==> config.mk <==
export PLATFORM = sky130hd
export DESIGN_NAME = uart_rx
export DESIGN_NICKNAME = d
export VERILOG_FILES = /design/src/rtl/uart_rx.sv
export SDC_FILE = /design/constraint.sdc
export NUM_CORES = 1
export LEC_CHECK = 0
export CORE_ASPECT_RATIO = 2
export CORE_MARGIN = 3
export CORE_UTILIZATION = 65
export CTS_CLUSTER_DIAMETER = 50
export DETAILED_ROUTE_END_ITERATION = 12
export PLACE_DENSITY = 0.85
export SETUP_SLACK_MARGIN = 0.4
export SYNTH_ARGS = -nofsm -noshare
export SYNTH_HDL_FRONTEND = slang
export SYNTH_SLANG_ARGS = --single-unit
export TNS_END_PERCENT = 30
==> constraint.sdc <==
create_clock -name clk_i -period 4.8 [get_ports clk_i]
set_input_delay 0.72 -clock clk_i [delete_from_list [all_inputs] [get_ports clk_i]]
set_output_delay 0.72 -clock clk_i [all_outputs]
set_load 0.02 [all_outputs]
==> src/rtl/uart_rx.sv <==
// uart_rx: 8N1 UART receiver feeding a (2**FIFO_BITS)-1 byte RX FIFO read through a stb/ack port.
// Optional build macro UART_RX_ERR_EN adds sticky frame/overrun error flags and err_clr_i.
module uart_rx #(
    parameter int unsigned CLKS_PER_BIT = 62,
    parameter int unsigned FIFO_BITS    = 4
) (
    input  logic       clk_i,
    input  logic       rst_i,
    input  logic       stb_i,
    output logic [7:0] data_o,
    output logic       ack_o,
    output logic       data_ready_o,
`ifdef UART_RX_ERR_EN
    input  logic       err_clr_i,
    output logic       frame_err_o,
    output logic       overrun_err_o,
`endif
    input  logic       uart_rxd_i
);

    localparam int unsigned Depth   = 2 ** FIFO_BITS;
    localparam logic [15:0] HalfBit = 16'(CLKS_PER_BIT / 2);
    localparam logic [15:0] LastCnt = 16'(CLKS_PER_BIT - 1);

    typedef enum logic [1:0] {
        RxIdle,
        RxStartBit,
        RxDataBits,
        RxStopBit
    } rx_state_e;

    rx_state_e            state_q, state_d;
    logic                 rxd_meta_q, rxd_s;
    logic [15:0]          cnt_q, cnt_d;
    logic [2:0]           bit_idx_q, bit_idx_d;
    logic [7:0]           shift_q, shift_d;
    logic                 stop_sample;

    logic [7:0]           fifo_mem [Depth];
    logic [FIFO_BITS-1:0] wr_ptr_q, wr_ptr_d;
    logic [FIFO_BITS-1:0] rd_ptr_q, rd_ptr_d;
    logic                 fifo_empty, fifo_full;
    logic                 push, pop;
    logic                 pending_q, pending_d;
    logic                 ack_q;
    logic [7:0]           data_q;
    logic                 data_ready_q;

    // Two-flop synchronizer; idles high so reset never looks like a start bit.
    always_ff @(posedge clk_i) begin
        if (rst_i) begin
            rxd_meta_q <= 1'b1;
            rxd_s      <= 1'b1;
        end else begin
            rxd_meta_q <= uart_rxd_i;
            rxd_s      <= rxd_meta_q;
        end
    end

    always_ff @(posedge clk_i) begin
        if (rst_i) begin
            state_q   <= RxIdle;
            cnt_q     <= '0;
            bit_idx_q <= '0;
            shift_q   <= '0;
        end else begin
            state_q   <= state_d;
            cnt_q     <= cnt_d;
            bit_idx_q <= bit_idx_d;
            shift_q   <= shift_d;
        end
    end

    always_comb begin
        state_d     = state_q;
        cnt_d       = cnt_q;
        bit_idx_d   = bit_idx_q;
        shift_d     = shift_q;
        stop_sample = 1'b0;
        case (state_q)
            RxIdle: begin
                if (!rxd_s) begin
                    cnt_d   = '0;
                    state_d = RxStartBit;
                end
            end
            RxStartBit: begin
                if (cnt_q == HalfBit) begin
                    cnt_d = '0;
                    if (!rxd_s) begin
                        bit_idx_d = '0;
                        state_d   = RxDataBits;
                    end else begin
                        state_d = RxIdle;
                    end
                end else begin
                    cnt_d = cnt_q + 16'd1;
                end
            end
            RxDataBits: begin
                // Counter restarts at mid start bit, so LastCnt lands on mid data bit.
                if (cnt_q == LastCnt) begin
                    cnt_d   = '0;
                    shift_d = {rxd_s, shift_q[7:1]};
                    if (bit_idx_q == 3'd7) begin
                        state_d = RxStopBit;
                    end else begin
                        bit_idx_d = bit_idx_q + 3'd1;
                    end
                end else begin
                    cnt_d = cnt_q + 16'd1;
                end
            end
            RxStopBit: begin
                // Return to idle at mid stop bit so the next start edge is never missed.
                if (cnt_q == LastCnt) begin
                    cnt_d       = '0;
                    stop_sample = 1'b1;
                    state_d     = RxIdle;
                end else begin
                    cnt_d = cnt_q + 16'd1;
                end
            end
            default: state_d = RxIdle;
        endcase
    end

    assign fifo_empty = (rd_ptr_q == wr_ptr_q);
    assign fifo_full  = (rd_ptr_q == wr_ptr_q + FIFO_BITS'(1));

    // Full is judged on current pointers, so a same-cycle pop never rescues a push.
    assign push = stop_sample & rxd_s & ~fifo_full;
    assign pop  = (stb_i | pending_q) & ~ack_q & ~fifo_empty;

    always_comb begin
        wr_ptr_d  = push ? wr_ptr_q + FIFO_BITS'(1) : wr_ptr_q;
        rd_ptr_d  = pop  ? rd_ptr_q + FIFO_BITS'(1) : rd_ptr_q;
        pending_d = pending_q;
        if (pop) begin
            pending_d = 1'b0;
        end else if (stb_i) begin
            pending_d = 1'b1;
        end
    end

    always_ff @(posedge clk_i) begin
        if (push) begin
            fifo_mem[wr_ptr_q] <= shift_q;
        end
    end

    always_ff @(posedge clk_i) begin
        if (rst_i) begin
            wr_ptr_q     <= '0;
            rd_ptr_q     <= '0;
            pending_q    <= 1'b0;
            ack_q        <= 1'b0;
            data_q       <= 8'h00;
            data_ready_q <= 1'b0;
        end else begin
            wr_ptr_q     <= wr_ptr_d;
            rd_ptr_q     <= rd_ptr_d;
            pending_q    <= pending_d;
            ack_q        <= pop;
            data_ready_q <= (wr_ptr_d != rd_ptr_d);
            if (pop) begin
                data_q <= fifo_mem[rd_ptr_q];
            end
        end
    end

    assign data_o       = data_q;
    assign ack_o        = ack_q;
    assign data_ready_o = data_ready_q;

`ifdef UART_RX_ERR_EN
    logic frame_err_q, overrun_err_q;
    logic frame_evt, overrun_evt;

    assign frame_evt   = stop_sample & ~rxd_s;
    assign overrun_evt = stop_sample & rxd_s & fifo_full;

    // A coincident event beats the clear.
    always_ff @(posedge clk_i) begin
        if (rst_i) begin
            frame_err_q   <= 1'b0;
            overrun_err_q <= 1'b0;
        end else begin
            frame_err_q   <= frame_evt | (frame_err_q & ~err_clr_i);
            overrun_err_q <= overrun_evt | (overrun_err_q & ~err_clr_i);
        end
    end

    assign frame_err_o   = frame_err_q;
    assign overrun_err_o = overrun_err_q;
`endif

endmodule

After elaboration in Yosys (flattened, before gate mapping):

Memories as Yosys holds them, arrays and structs flattened. A register that Yosys moved wholly into a read port is not among the register bits.
Index checks and enable logic that the tools add are counted.

* add/subtract/negate cells: 4
* eq/ne operators: 16
* multiplexer cells: 22
* bitwise gates (word level): 8
* reductions and logical operators: 7

Operators by type and width (number)
* 2-to-1 mux 16 bit: 3
* one-hot mux 16 bit (3 select lines): 1
* adder 16 x 1 -> 16 bit, second input constant: 1
* == test 16 x 5 -> 1 bit, second input constant: 1
* == test 16 x 6 -> 1 bit, second input constant: 1
* inequality test 2 bit, second input constant: 7
* 2-to-1 mux 2 bit: 6
* 2-to-1 mux 3 bit: 4
* AND reduction 5 bit: 2
* adder 4 x 1 -> 4 bit, second input constant: 2
* == test 4 bit: 2
* 2-to-1 mux 4 bit: 2
* one-hot mux 2 bit (4 select lines): 1
* one-hot mux 3 bit (2 select lines): 1
* bitwise AND 1 bit: 4
* == test 2 bit, second input constant: 2
* 2-to-1 mux 1 bit: 4
* inequality test 4 bit: 1
* OR reduction 2 bit: 2
* adder 3 x 1 -> 3 bit, second input constant: 1
* == test 3 bit, second input constant: 1
* inverter 1 bit: 3
* == test 2 x 1 -> 1 bit, second input constant: 1
* logical NOT 2 bit: 1
* other kinds (3): 3

* flip-flop bits (word level): 42
* memory bits (writable): 128
* bits of input ports: 4
* memories kept: 1

Memories
* fifo_mem: words 16, bits a word 8, rd ports 1, clocked after Yosys merged registers in 1, write ports 1, RTL line 39 `logic [7:0] fifo_mem [Depth];`

Longest topological paths before layout:

* word-level depth: 7
* mapped depth: 10
* depth with buffers taken out: 9

Worst setup path after synthesis:

No wires, ideal clock.

* path kind: reg-to-reg
* from: reg wr_ptr_q[0]
* to: mem fifo_mem[1][0] (enable)
* library setup time: 0.395 ns
* arrival: 2.515 ns
* path slack: 1.890 ns
* stages on the path, launching flop included: 9
* path buffers: 2
* period minus slack after synthesis: 2.910 ns
* path through: dfxtp_1 buf_2 inv_1 ha_1 xor2_1 nor4_1 or3_1 buf_2 nor4_1

* cells in the longest elaborated chain, start to end: 6

Ends and longest elaborated chain
* start, declared: RTL line 40 `logic [FIFO_BITS-1:0] wr_ptr_q, wr_ptr_d;`
* start signal, assigned: RTL line 161 `wr_ptr_q <= wr_ptr_d;`
* adder 4 x 1 -> 4 bit: RTL line 129 `assign fifo_full = (rd_ptr_q == wr_ptr_q + FIFO_BITS'(1));`
* == test 4 bit: RTL line 129
* inverter 1 bit: RTL line 132 `assign push = stop_sample & rxd_s & ~fifo_full;`
* bitwise AND 1 bit: RTL line 132
* 2-to-1 mux 1 bit: RTL line 147 `if (push) begin`
* 2-to-1 mux 1 bit (implied by the code): RTL line 148 `fifo_mem[wr_ptr_q] <= shift_q;`
* end, declared: RTL line 39

Several ways; a longest one is shown, not always the timed one.

Worst setup path after layout:

* from: reg wr_ptr_q[0]
* to: mem fifo_mem[2][2] (enable)

Same word-level chain as after synthesis.

==> flow_summary.yaml <==
finish:
  area_growth_pct: 9.521
  antenna_cells: 0
  drive_above_1_share: 0.1344
  final_nets: 573
  layout_commonest_cell: "edfxtp_1"
  layout_common_cells: "edfxtp_1, nor2_1, dfxtp_1, nand2_1, a21oi_1"
timing:
  fmax_mhz: 295.5
  fin_ws_ps: 1416
  rsz0062_at_grt: "false"
  min_period_ps: 3384
  finalMaxSlewViolations: 0
  finalHoldViolCount: 0
  tightestPinTransition_ps: 1184
  setup_violations: 0
  tns_ps: 0
  slew_headroom: 0.2047
  fin_skew_ps: 7.540
  period_share: 0.7051
die:
  fp.coreArea_sq_um: 11350
  dieWidth_microns: 82.37
  initial_utilization: 0.6678
  pin_count: 14
  rows: 55
  dieArea_sq_um: 13080
  die_y_microns: 158.7
power:
  pwr-share-clk: 0.438
  pwr-share-seq: 0.553
  internal_power_mw: 2.314
  p_switching_mw: 0.6315
  cellPowerDensity_nw_per_um2: 354.7
  vdd_drop_max_v: 0.0002809
  power.leakage_nw: 2.728
  power.combinational.fraction: 0.009
  p_sw_frac: 0.2144
placement:
  place_ws_ps: 1472
  place.gp.congestion: 0.9097
  hpwlAfterDp_mm: 10.88
  io_buffers: 13
worst_setup_path:
  critPathKind: "flop to flop"
  cp-end-kind: "flop"
  path_max_fanout: 9
  crit_required_ps: 4940
  start_kind: "flop"
  cp.arrival_ps: 3530
synthesis:
  synth.avg_cell_area_sq_um: 13.74
  synth_edf_count: 128
  seq_area_frac_synth: 0.6389
  ys_ff_latch: 178
  yosys_warnings: 0
  syn_area_sq_um: 7582
  synthesis.nets: 565
  synth_flop_cell: "edfxtp_1"
  synthCells: 552
  ys_types: 53
  ys_async_sr_fraction: 0
clocking:
  clockBufferDepth: 2
  cts_resized: 0
  cts_tree: "done"
  cts_hold_buffers: 0
  cts_root_buffer: "clkbuf_16"
  numCtsBuffers: 17
  cts_setup_buffers: 0
  path_clk_slew_ps: 70
  numClockSinks: 178
  htreeDepth: 4
  clkLatencyLatePin_ps: 430
grt:
  grt_use_total: 0.2780
  gr-total-overflow: 0
  grt_pass1_vias: 4761
  antenna_found_initial: 0
  grt_max_degree: 51
  grt_pass1_wl_mm: 26.12
flow_run:
  max_cap_violations: 0
hold_path:
  hold_class: "flop to flop"
routing:
  route.detailed.wl_per_inst_microns: 22.93
  drt-initial-drc-count: 460
  drc: 0
  vias: 4809
  routed_wl_mm: 16.40
  firstDrtPassIters: 5
  final_antenna_net_count: 0
  vias_per_cell: 6.726
status:
  outcome: "completed"
==> layout make-up <==
cell class              count  area [sq um]
inverters                   8         30.03
fillers                   694          3050
clock buffers              18         429.2
flip-flops and latches    178          4846
repair buffers             20         177.7
well taps                 142         177.7
multi-input cells         335          2522
clock inverters            14         121.4
==> registers in the layout, summed over array words and instances, names as in the netlist, named ones only <==
| name | flops |
|---|---|
| fifo_mem | 128 |
| cnt_q | 16 |
| data_o | 8 |
| shift_q | 8 |
| rd_ptr_q | 4 |
| wr_ptr_q | 4 |
| bit_idx_q | 3 |
| ack_o | 1 |
| data_ready_o | 1 |
| pending_q | 1 |
| rxd_meta_q | 1 |
| rxd_s | 1 |
| state_q | 1 |
==> synth_stat cells, types with 3 or more instances <==
cell type / number / area (sq um)
a211oi_1: 5 / 37.54
a21oi_1: 29 / 145.1
a221oi_1: 5 / 43.79
a22oi_1: 5 / 37.54
a311oi_1: 8 / 70.07
a31oi_1: 5 / 31.28
and2_1: 9 / 56.30
and3_1: 9 / 56.30
buf_2: 7 / 35.03
buf_6: 3 / 33.78
buf_8: 3 / 45.04
clkbuf_1: 15 / 56.30
dfxtp_1: 50 / 1001
edfxtp_1: 128 / 3844
ha_1: 9 / 112.6
inv_1: 8 / 30.03
mux2_2: 5 / 56.30
mux2i_1: 26 / 260.3
mux4_2: 25 / 563.0
nand2_1: 31 / 116.4
nand3_1: 15 / 75.07
nand4_1: 5 / 31.28
nor2_1: 52 / 195.2
nor2b_1: 3 / 18.77
nor3_1: 11 / 55.05
nor3b_1: 4 / 30.03
nor4_1: 12 / 75.07
o211ai_1: 3 / 22.52
o21ai_0: 17 / 85.08
o21ai_1: 4 / 20.02
or2_2: 3 / 18.77
or3_1: 4 / 25.02
xnor2_1: 7 / 61.31
xor2_1: 6 / 52.55
==> layer usage <==
layer	routed length, microns	global-route usage	up-vias	part of all wire
li1	-	-	2142	-
met1	5637	0.3195	2367	0.34
met2	9041	0.4693	233	0.55
met3	856	0.06129	67	0.052
met4	861	0.1422	0	0.053
met5	0	0	-	0
==> critical path, cell delays in order (launching register included) <==
cell	delay [ps]
dfxtp_1	570
inv_1	160
ha_1	380
xor2_1	180
nor4_1	110
or3_1	510
nor4_1	890
buf_4	300
==> power by group through the flow <==
stage	Sequential [mW]	Combinational (mW)	Clock, mW
after global routing	1.63	0.0287	1.36
after detailed placement	1.66	0.0256	0
final	1.63	0.0257	1.29
after global placement	1.66	0.0248	0
after floorplan	1.66	0.0201	0
after CTS	1.63	0.0256	1.30
==> cells by family after synthesis <==
family          synth area share
compound gates           0.07641
xor+xnor                 0.01931
mux                       0.1160
flops                     0.6389
simple gates              0.1061
buf+inv                  0.02838
fa+ha+maj                0.01485
==> metrics by stage <==
step	util	power [mW]	cells	area [sq um]	hold WS, ps
finish	0.7314	2.946	715	8304	426.3
floorplan	-	1.682	552	7582	389.5
detailed placement	0.6829	1.689	683	7754	410.6
global placement	0.6829	1.688	683	7754	406.0
CTS	0.7314	2.955	715	8304	429.2
global route	0.7314	3.021	715	8304	440.5
==> final timing paths <==
path,startpoint,endpoint,slack [ps],cells past startpoint
worst max-delay path,wr_ptr_q[0],fifo_mem[2][2],1420,7
worst min-delay path,rxd_meta_q,rxd_s,430,1
worst max register to register,wr_ptr_q[0],fifo_mem[2][2],1420,7
worst min register to register,rxd_meta_q,rxd_s,430,1
No activity file was read; power rests on OpenSTA's default activity.
